==> config.mk <==
export PLATFORM = sky130hd
export DESIGN_NAME = spi_init_seq
export DESIGN_NICKNAME = d
export VERILOG_FILES = /design/src/rtl/spi_init_seq_pkg.sv /design/src/rtl/spi_init_rom.sv /design/src/rtl/spi_init_seq.sv
export SDC_FILE = /design/constraint.sdc
export NUM_CORES = 1
export LEC_CHECK = 0
export ABC_CLOCK_PERIOD_IN_PS = 3210
export CAP_MARGIN = 20
export CORE_MARGIN = 4
export CORE_UTILIZATION = 50
export DETAILED_ROUTE_END_ITERATION = 10
export GPL_TIMING_DRIVEN = 1
export PLACE_DENSITY = 0.85
export SYNTH_ARGS = -nofsm -noshare
export SYNTH_HDL_FRONTEND = slang
export SYNTH_HIERARCHICAL = 1
export SYNTH_SLANG_ARGS = --single-unit
==> constraint.sdc <==
create_clock -name clk -period 3.21 [get_ports clk]
set_input_delay 0.4815 -clock clk [delete_from_list [all_inputs] [get_ports clk]]
set_output_delay 0.4815 -clock clk [all_outputs]
set_load 0.1 [all_outputs]
==> src/rtl/spi_init_seq_pkg.sv <==
// Shared definitions for the SPI init sequencer: FSM states, command-word field
// positions and error codes.
package spi_init_seq_pkg;

  typedef enum logic [2:0] {
    IDLE,
    ISSUE,
    WAIT_RD,
    NEXT,
    DONE,
    FAIL
  } state_t;

  // Command word: [11] R/W (1 = read), [10:8] address, [7:0] write/expected data
  localparam int CMD_RW_BIT   = 11;
  localparam int CMD_ADDR_MSB = 10;
  localparam int CMD_ADDR_LSB = 8;
  localparam int CMD_DATA_MSB = 7;
  localparam int CMD_DATA_LSB = 0;

  localparam logic [1:0] ERR_NONE     = 2'b00;
  localparam logic [1:0] ERR_MISMATCH = 2'b01;
  localparam logic [1:0] ERR_TIMEOUT  = 2'b10;

endpackage

==> src/rtl/spi_init_rom.sv <==
// Command table for the SPI init sequencer: combinational index -> command word.
// Indices at or beyond NUM_CMDS return zero.
module spi_init_rom #(
  parameter int CMD_WIDTH = 12,
  parameter int NUM_CMDS  = 16
) (
  input  logic [7:0]           idx,
  output logic [CMD_WIDTH-1:0] word
);

  logic [11:0] raw;

  // NOTE: the table is pure combinational decode with no storage, so there is nothing to reset.
  always_comb begin
    raw = '0;
    case (idx)
      8'd0:    raw = 12'h0A5;
      8'd1:    raw = 12'h112;
      8'd2:    raw = 12'h234;
      8'd3:    raw = 12'h83C;
      8'd4:    raw = 12'h356;
      8'd5:    raw = 12'h9C3;
      8'd6:    raw = 12'h478;
      8'd7:    raw = 12'h5E1;
      8'd8:    raw = 12'hA0F;
      8'd9:    raw = 12'h69A;
      8'd10:   raw = 12'h7FF;
      8'd11:   raw = 12'hB5A;
      8'd12:   raw = 12'h001;
      8'd13:   raw = 12'h180;
      8'd14:   raw = 12'hC77;
      8'd15:   raw = 12'h2C4;
      default: raw = {1'b0, 3'h7, idx};  // larger tables: filler writes to address 7
    endcase
    word = (int'(idx) < NUM_CMDS) ? CMD_WIDTH'(raw) : '0;
  end

endmodule

==> src/rtl/spi_init_seq.sv <==
// SPI init sequencer: on start, walks the command table, hands each word to the
// SPI master, checks read-back data, and reports completion or the first failure.
module spi_init_seq
  import spi_init_seq_pkg::*;
#(
  parameter int CMD_WIDTH  = 12,
  parameter int READ_WIDTH = 8,
  parameter int NUM_CMDS   = 16,
  parameter int RD_TIMEOUT = 1023
) (
  input  logic                  clk,
  input  logic                  rst_n,
  input  logic                  start,
  output logic                  busy,
  output logic                  done,
  output logic                  err,
  output logic [1:0]            err_code,
  output logic [7:0]            err_idx,
  output logic [CMD_WIDTH-1:0]  cmd_out,
  output logic                  cmd_vld,
  input  logic                  cmd_rdy,
  input  logic                  read_vld,
  input  logic [READ_WIDTH-1:0] read_data
);

  localparam int              TW        = $clog2(RD_TIMEOUT + 1);
  localparam logic [7:0]      LAST_IDX  = 8'(NUM_CMDS - 1);
  localparam logic [TW-1:0]   TMO_LIMIT = TW'(RD_TIMEOUT);

  state_t                  state, state_nxt;
  logic [7:0]              idx, idx_nxt;
  logic [TW-1:0]           tmo_cnt, tmo_nxt, tmo_inc;
  logic [1:0]              err_code_nxt;
  logic [7:0]              err_idx_nxt;
  logic [CMD_WIDTH-1:0]    rom_word;
  logic                    is_read;
  logic [READ_WIDTH-1:0]   exp_data;

  spi_init_rom #(
    .CMD_WIDTH (CMD_WIDTH),
    .NUM_CMDS  (NUM_CMDS)
  ) u_rom (
    .idx  (idx),
    .word (rom_word)
  );

  assign is_read  = rom_word[CMD_RW_BIT];
  assign exp_data = READ_WIDTH'(rom_word[CMD_DATA_MSB:CMD_DATA_LSB]);
  assign tmo_inc  = tmo_cnt + TW'(1);

  // NOTE: sequential state uses non-blocking assignments so every flop samples pre-edge values.
  always_ff @(posedge clk or negedge rst_n) begin
    if (!rst_n) begin
      state    <= IDLE;
      idx      <= '0;
      tmo_cnt  <= '0;
      err_code <= ERR_NONE;
      err_idx  <= '0;
    end else begin
      state    <= state_nxt;
      idx      <= idx_nxt;
      tmo_cnt  <= tmo_nxt;
      err_code <= err_code_nxt;
      err_idx  <= err_idx_nxt;
    end
  end

  // NOTE: every signal gets a default first, so no path leaves one unassigned and no latch is inferred.
  always_comb begin
    state_nxt    = state;
    idx_nxt      = idx;
    tmo_nxt      = tmo_cnt;
    err_code_nxt = err_code;
    err_idx_nxt  = err_idx;
    case (state)
      IDLE, DONE, FAIL: begin
        if (start) begin
          state_nxt    = ISSUE;
          idx_nxt      = '0;
          err_code_nxt = ERR_NONE;
        end
      end
      ISSUE: begin
        if (cmd_rdy) begin
          tmo_nxt   = '0;
          state_nxt = is_read ? WAIT_RD : NEXT;
        end
      end
      WAIT_RD: begin
        // A strobe in the final cycle still wins over the timeout
        if (read_vld) begin
          if (read_data == exp_data) begin
            state_nxt = NEXT;
          end else begin
            state_nxt    = FAIL;
            err_code_nxt = ERR_MISMATCH;
            err_idx_nxt  = idx;
          end
        end else begin
          tmo_nxt = tmo_inc;
          if (tmo_inc == TMO_LIMIT) begin
            state_nxt    = FAIL;
            err_code_nxt = ERR_TIMEOUT;
            err_idx_nxt  = idx;
          end
        end
      end
      NEXT: begin
        if (idx == LAST_IDX) begin
          state_nxt = DONE;
        end else begin
          idx_nxt   = idx + 8'd1;
          state_nxt = ISSUE;
        end
      end
      default: state_nxt = IDLE;
    endcase
  end

  // Outputs decode from state only, so cmd_out is stable for the whole ISSUE window
  always_comb begin
    cmd_vld = (state == ISSUE);
    cmd_out = cmd_vld ? rom_word : '0;
    busy    = (state == ISSUE) || (state == WAIT_RD) || (state == NEXT);
    done    = (state == DONE);
    err     = (state == FAIL);
  end

endmodule
Yosys cells after proc, flatten, opt, wreduce, memory -nomap -nowiden

Cells that the tools add are included.

Register bits: 31
Input port bits: 13
Word-level logic and storage cells: 76

Reduce and logical (&&, ||, !) cells: 14
$add $sub $neg: 2
Equal/unequal tests: 29
Muxes and demuxes: 25
Order comparisons: 1

Operators with widths:

| cell                  | number |
|---|---|
| $pmux 12 s16          | 1 |
| $eq 8x4->1 const B    | 8 |
| $mux 8                | 5 |
| $eq 8x3->1 const B    | 4 |
| $mux 12               | 2 |
| $mux 10               | 2 |
| $pmux 10 s2           | 1 |
| $mux 3                | 6 |
| $eq 8x2->1 const B    | 2 |
| $pmux 8 s2            | 1 |
| $pmux 3 s4            | 1 |
| $reduce_and 3->1      | 4 |
| $add 10x1->10 const B | 1 |
| $eq 10x10->1 const B  | 1 |
| $add 8x1->8 const B   | 1 |
| $eq 8x1->1 const B    | 1 |
| $eq 8x8->1            | 1 |
| $logic_not 8->1       | 1 |
| $lt 8x5->1 const B    | 1 |
| $mux 2                | 4 |
| $ne 2x2->1 const B    | 4 |
| $reduce_bool 2->1     | 4 |
| $eq 3x2->1 const B    | 2 |
| $eq 3x3->1 const B    | 2 |
| other kinds (9)       | 11 |

Depth between registers and ports, before layout

Word-level depth: 7
Gate-level depth with buffers: 11
Gate-level depth less buffers: 9

Hierarchy

Netlist, hierarchy kept.

By module, submodules not included:

| module       | seq. area each (sq um) | cells each | area each (sq um) | times used |
|---|---|---|---|---|
| spi_init_seq | 775.7                  | 195        | 1784.2            | 1 |
| spi_init_rom | 0.0                    | 56         | 339.1             | 1 |

Worst setup path before layout

Ideal clock, no wire load.

Path kind: reg2out
Start point: register state[0]
End point: output port cmd_out[10]
Slack: -0.046 ns
Stages on the path, launching flop included: 6
Arrival: 2.774 ns
Path through: dfrtp_1 clkbuf_1 nand2b_1 nor2_1 clkbuf_1 and2_1

Cells in the longest elaborated chain, start to end: 2

RTL lines:

| element                | line                | source |
|---|---|---|
| start, declared        | spi_init_seq.sv:30  | `state_t state, state_nxt;` |
| start signal, assigned | spi_init_seq.sv:60  | `state <= state_nxt;` |
| $eq 3x1->1             | spi_init_seq.sv:122 | `cmd_vld = (state == ISSUE);` |
| via cmd_vld            | spi_init_seq.sv:20  | `output logic cmd_vld,` |
| $mux 12                | spi_init_seq.sv:123 | `cmd_out = cmd_vld ? rom_word : '0;` |
| end, declared          | spi_init_seq.sv:19  | `output logic [CMD_WIDTH-1:0] cmd_out,` |

The timed path passes the listed nets, and every way through them passes these cells.

Worst setup path in the final report

Start point: register idx[4]
End point: register err_idx[4]

Cells in the longest elaborated chain, start to end: 6

RTL lines:

| element                            | line               | source |
|---|---|---|
| start, declared                    | spi_init_seq.sv:31 | `logic [7:0] idx, idx_nxt;` |
| start signal, assigned             | spi_init_seq.sv:61 | `idx <= idx_nxt;` |
| $eq 8x4->1 (tied with other cells) | spi_init_rom.sv:16 | `case (idx)` |
| $pmux 12 s16                       | spi_init_rom.sv:16 |  |
| $mux 12 (*)                        | spi_init_rom.sv:35 | `word = (int'(idx) < NUM_CMDS) ? CMD_WIDTH'(raw) : '0;` |
| via rom_word[0]                    | spi_init_seq.sv:35 | `logic [CMD_WIDTH-1:0] rom_word;` |
| $eq 8x8->1 (*)                     | spi_init_seq.sv:92 | `if (read_data == exp_data) begin` |
| $ne 2x2->1 (no line) (*)           | --                 |  |
| $reduce_and 3->1 (no line) (*)     | --                 |  |
| end signal, assigned               | spi_init_seq.sv:64 | `err_idx <= err_idx_nxt;` |
| end, declared                      | spi_init_seq.sv:18 | `output logic [7:0] err_idx,` |

The timed path passes the listed nets; every way through them passes the cells marked *. The select of a mux whose other input is x is not followed.
A chain may end at the register's enable or synchronous reset.

==> flow_summary.json <==
{
  "status": "complete, no violations",
  "totalWireLength_mm": 5.19,
  "num_rows": 23,
  "wl_per_cell_um": 15.3,
  "clkTransAtPathRegs_ns": 0.06,
  "yosysTopAreaCell": "dfrtp_1",
  "synth_nets": 267,
  "maxSlewHeadroom_pct": 34.2,
  "cts_tree": "built",
  "port_buffers": 38,
  "skew_ns": 0.00924,
  "layout-drive-gt1-share_pct": 15.9,
  "r2r_start": "idx[4]",
  "finalHoldViolCount": 0,
  "ff2ff_setup_slack_ns": 0.47,
  "r2r_end": "err_idx[4]",
  "avgSynthCellArea_um2": 8.46,
  "ios": 39,
  "path_max_fanout": 13,
  "grt_pass1_wl_mm": 8.76,
  "syn_area_um2": 2120,
  "min-delay-start": "tmo_cnt[7]",
  "firstDrtPassIters": 4,
  "worst_path_max_delay_cell": "or4_4",
  "ys_ff_latch": 31,
  "max_freq_mhz": 366,
  "finalNetCount": 304,
  "crit_path_end_kind": "register",
  "clkLatencyLatePin_ns": 0.29,
  "period_share_pct": 85.2,
  "ys.flop_type": "dfrtp_1",
  "cts.sinks": 31,
  "cts_made_buffers": 5,
  "grt_max_degree": 32,
  "routed_via_density": 5.88,
  "rsz0062_at_grt": "false",
  "design.die.area_um2": 5350,
  "fillers": 345,
  "htree_levels": 2,
  "cts_resized": 0,
  "hold_path.class": "reg -> reg",
  "min_delay_path_depth": 1,
  "clock-root-buffer": "clkbuf_8",
  "synth_edf_count": 0,
  "fin_crit_ns": 2.74,
  "cts_setup_buffers": 0,
  "start_util_pct": 52.3,
  "worstSetupPathType": "reg -> reg",
  "drc": 0,
  "crit_family": "simple AND/OR/NAND/NOR gates",
  "worst-path-buf-inv": 0,
  "ys_warn_count": 6,
  "die_x_um": 73.2,
  "regArea_um2": 776,
  "core_area_um2": 4060,
  "hold_path_end": "tmo_cnt[7]",
  "yosys-top-cells-area": "dfrtp_1, o21ai_0, xor2_1",
  "grt.total_usage_pct": 21.2,
  "antenna_cells": 0,
  "routabilityCongestion": 0.881,
  "finalMaxSlewViolations": 0,
  "arrival_ns": 2.90,
  "globalRouteOverflowTotal": 0,
  "cp.depth": 8,
  "die_h_um": 73.2,
  "crit_required_ns": 3.38,
  "area_growth_pct": 22.4,
  "async_reset_ff_share_pct": 100,
  "yosys.area.top_type_share_pct": 36.5,
  "multi_input_area_um2": 1250,
  "reg2reg_depth": 8,
  "seq_area_frac_synth_pct": 36.5,
  "grt_pass1_vias": 1851,
  "via_count": 1992,
  "antenna_found_initial": 0,
  "path_cells": "or4_4, a211oi_1, xor2_1, nor4_1, nand4_1, nand2_1, a21oi_4, mux2_2",
  "clockBufferDepth": 2,
  "max_stage_delay_ns": 0.65,
  "setup_viol": 0,
  "drtIter0Drc": 167,
  "drtAntennaViolNets": 0,
  "cts_hold_buf": 0,
  "layout_common_cells": "dfrtp_1, nor2_1, o21ai_0, buf_4, clkdlybuf4s50_1",
  "crit_path_start_kind": "register",
  "tightest_slew_ns": 0.984,
  "dpl.hpwl_mm": 3.71,
  "cap_violations": 0,
  "tns_ns": 0,
  "layout_commonest_cell": "dfrtp_1",
  "synthCells": 251,
  "ys_types": 48
}
## sequential cells by signal, summed over array words and instances, names as in the netlist
name	count
tmo_cnt	10
err_idx	8
idx	8
state	3
err_code	2
## area by class of cell
type | instances | area share (%)
Inverter | 8 | 1.25
Timing Repair Buffer | 43 | 14.6
Multi-Input combinational cell | 199 | 48.0
Tap cell | 50 | 2.41
Sequential cell | 31 | 29.9
Clock buffer | 8 | 3.85
## Yosys cell counts, types with 2 or more instances
master and n:
a211oi_1 2, a21o_1 2, a21oi_1 16, a311oi_1 2, a31oi_1 5, and2_1 16
and3_1 3, buf_2 3, buf_6 2, clkbuf_1 7, dfrtp_1 31, ha_1 3
inv_1 7, mux2_2 8, nand2_1 16, nand2b_1 9, nand3_1 13, nand4_1 5
nor2_1 25, nor2b_1 5, nor3_1 2, o21ai_0 25, o31ai_1 3, or4_1 2
xnor2_1 5, xor2_1 12
## worst max path at each step
stage	start	endpoint	slack, ns
finish	idx[4]	err_idx[4]	0.47
global route	idx[4]	err_idx[7]	0.26
CTS	idx[4]	err_idx[5]	0.49
detailed placement	idx[4]	err_idx[5]	0.50
global placement	idx[4]	err_idx[0]	0.59
floorplan	state[0]	cmd_out[10]	0.44
## cell families after synthesis
kind of cell | Yosys count | share of synthesized area (%)
xor+xnor | 17 | 7.01
buf+inv | 21 | 4.71
fa+ha+maj | 3 | 1.77
flops | 31 | 36.5
simple gates | 103 | 25.3
compound gates | 67 | 19.9
mux | 9 | 4.71
## metal layers
layer / global-route usage, % / vias to the layer above / wire (um)
li1: - / 970 / -
met1: 29.3 / 937 / 2410
met2: 31.9 / 74 / 2290
met3: 5.10 / 11 / 393
met4: 7.99 / 0 / 102
met5: 0 / - / 0
## per-stage QoR
| stage | setup WS [ns] | cell area, um^2 | hold slack [ns] | utilization, % | instances |
|---|---|---|---|---|---|
| final | 0.474 | 2600 | 0.485 | 64.0 | 339 |
| after CTS | 0.490 | 2600 | 0.482 | 64.0 | 339 |
| after detailed placement | 0.503 | 2500 | 0.469 | 61.6 | 331 |
| after floorplan | 0.435 | 2120 | 0.186 | - | 251 |
| after global routing | 0.262 | 2600 | 0.487 | 64.0 | 339 |
| after global placement | 0.589 | 2500 | 0.466 | 61.6 | 331 |
Power is not shown: default switching activity piles up to over one toggle a cycle in this logic, so the estimate is an artifact.
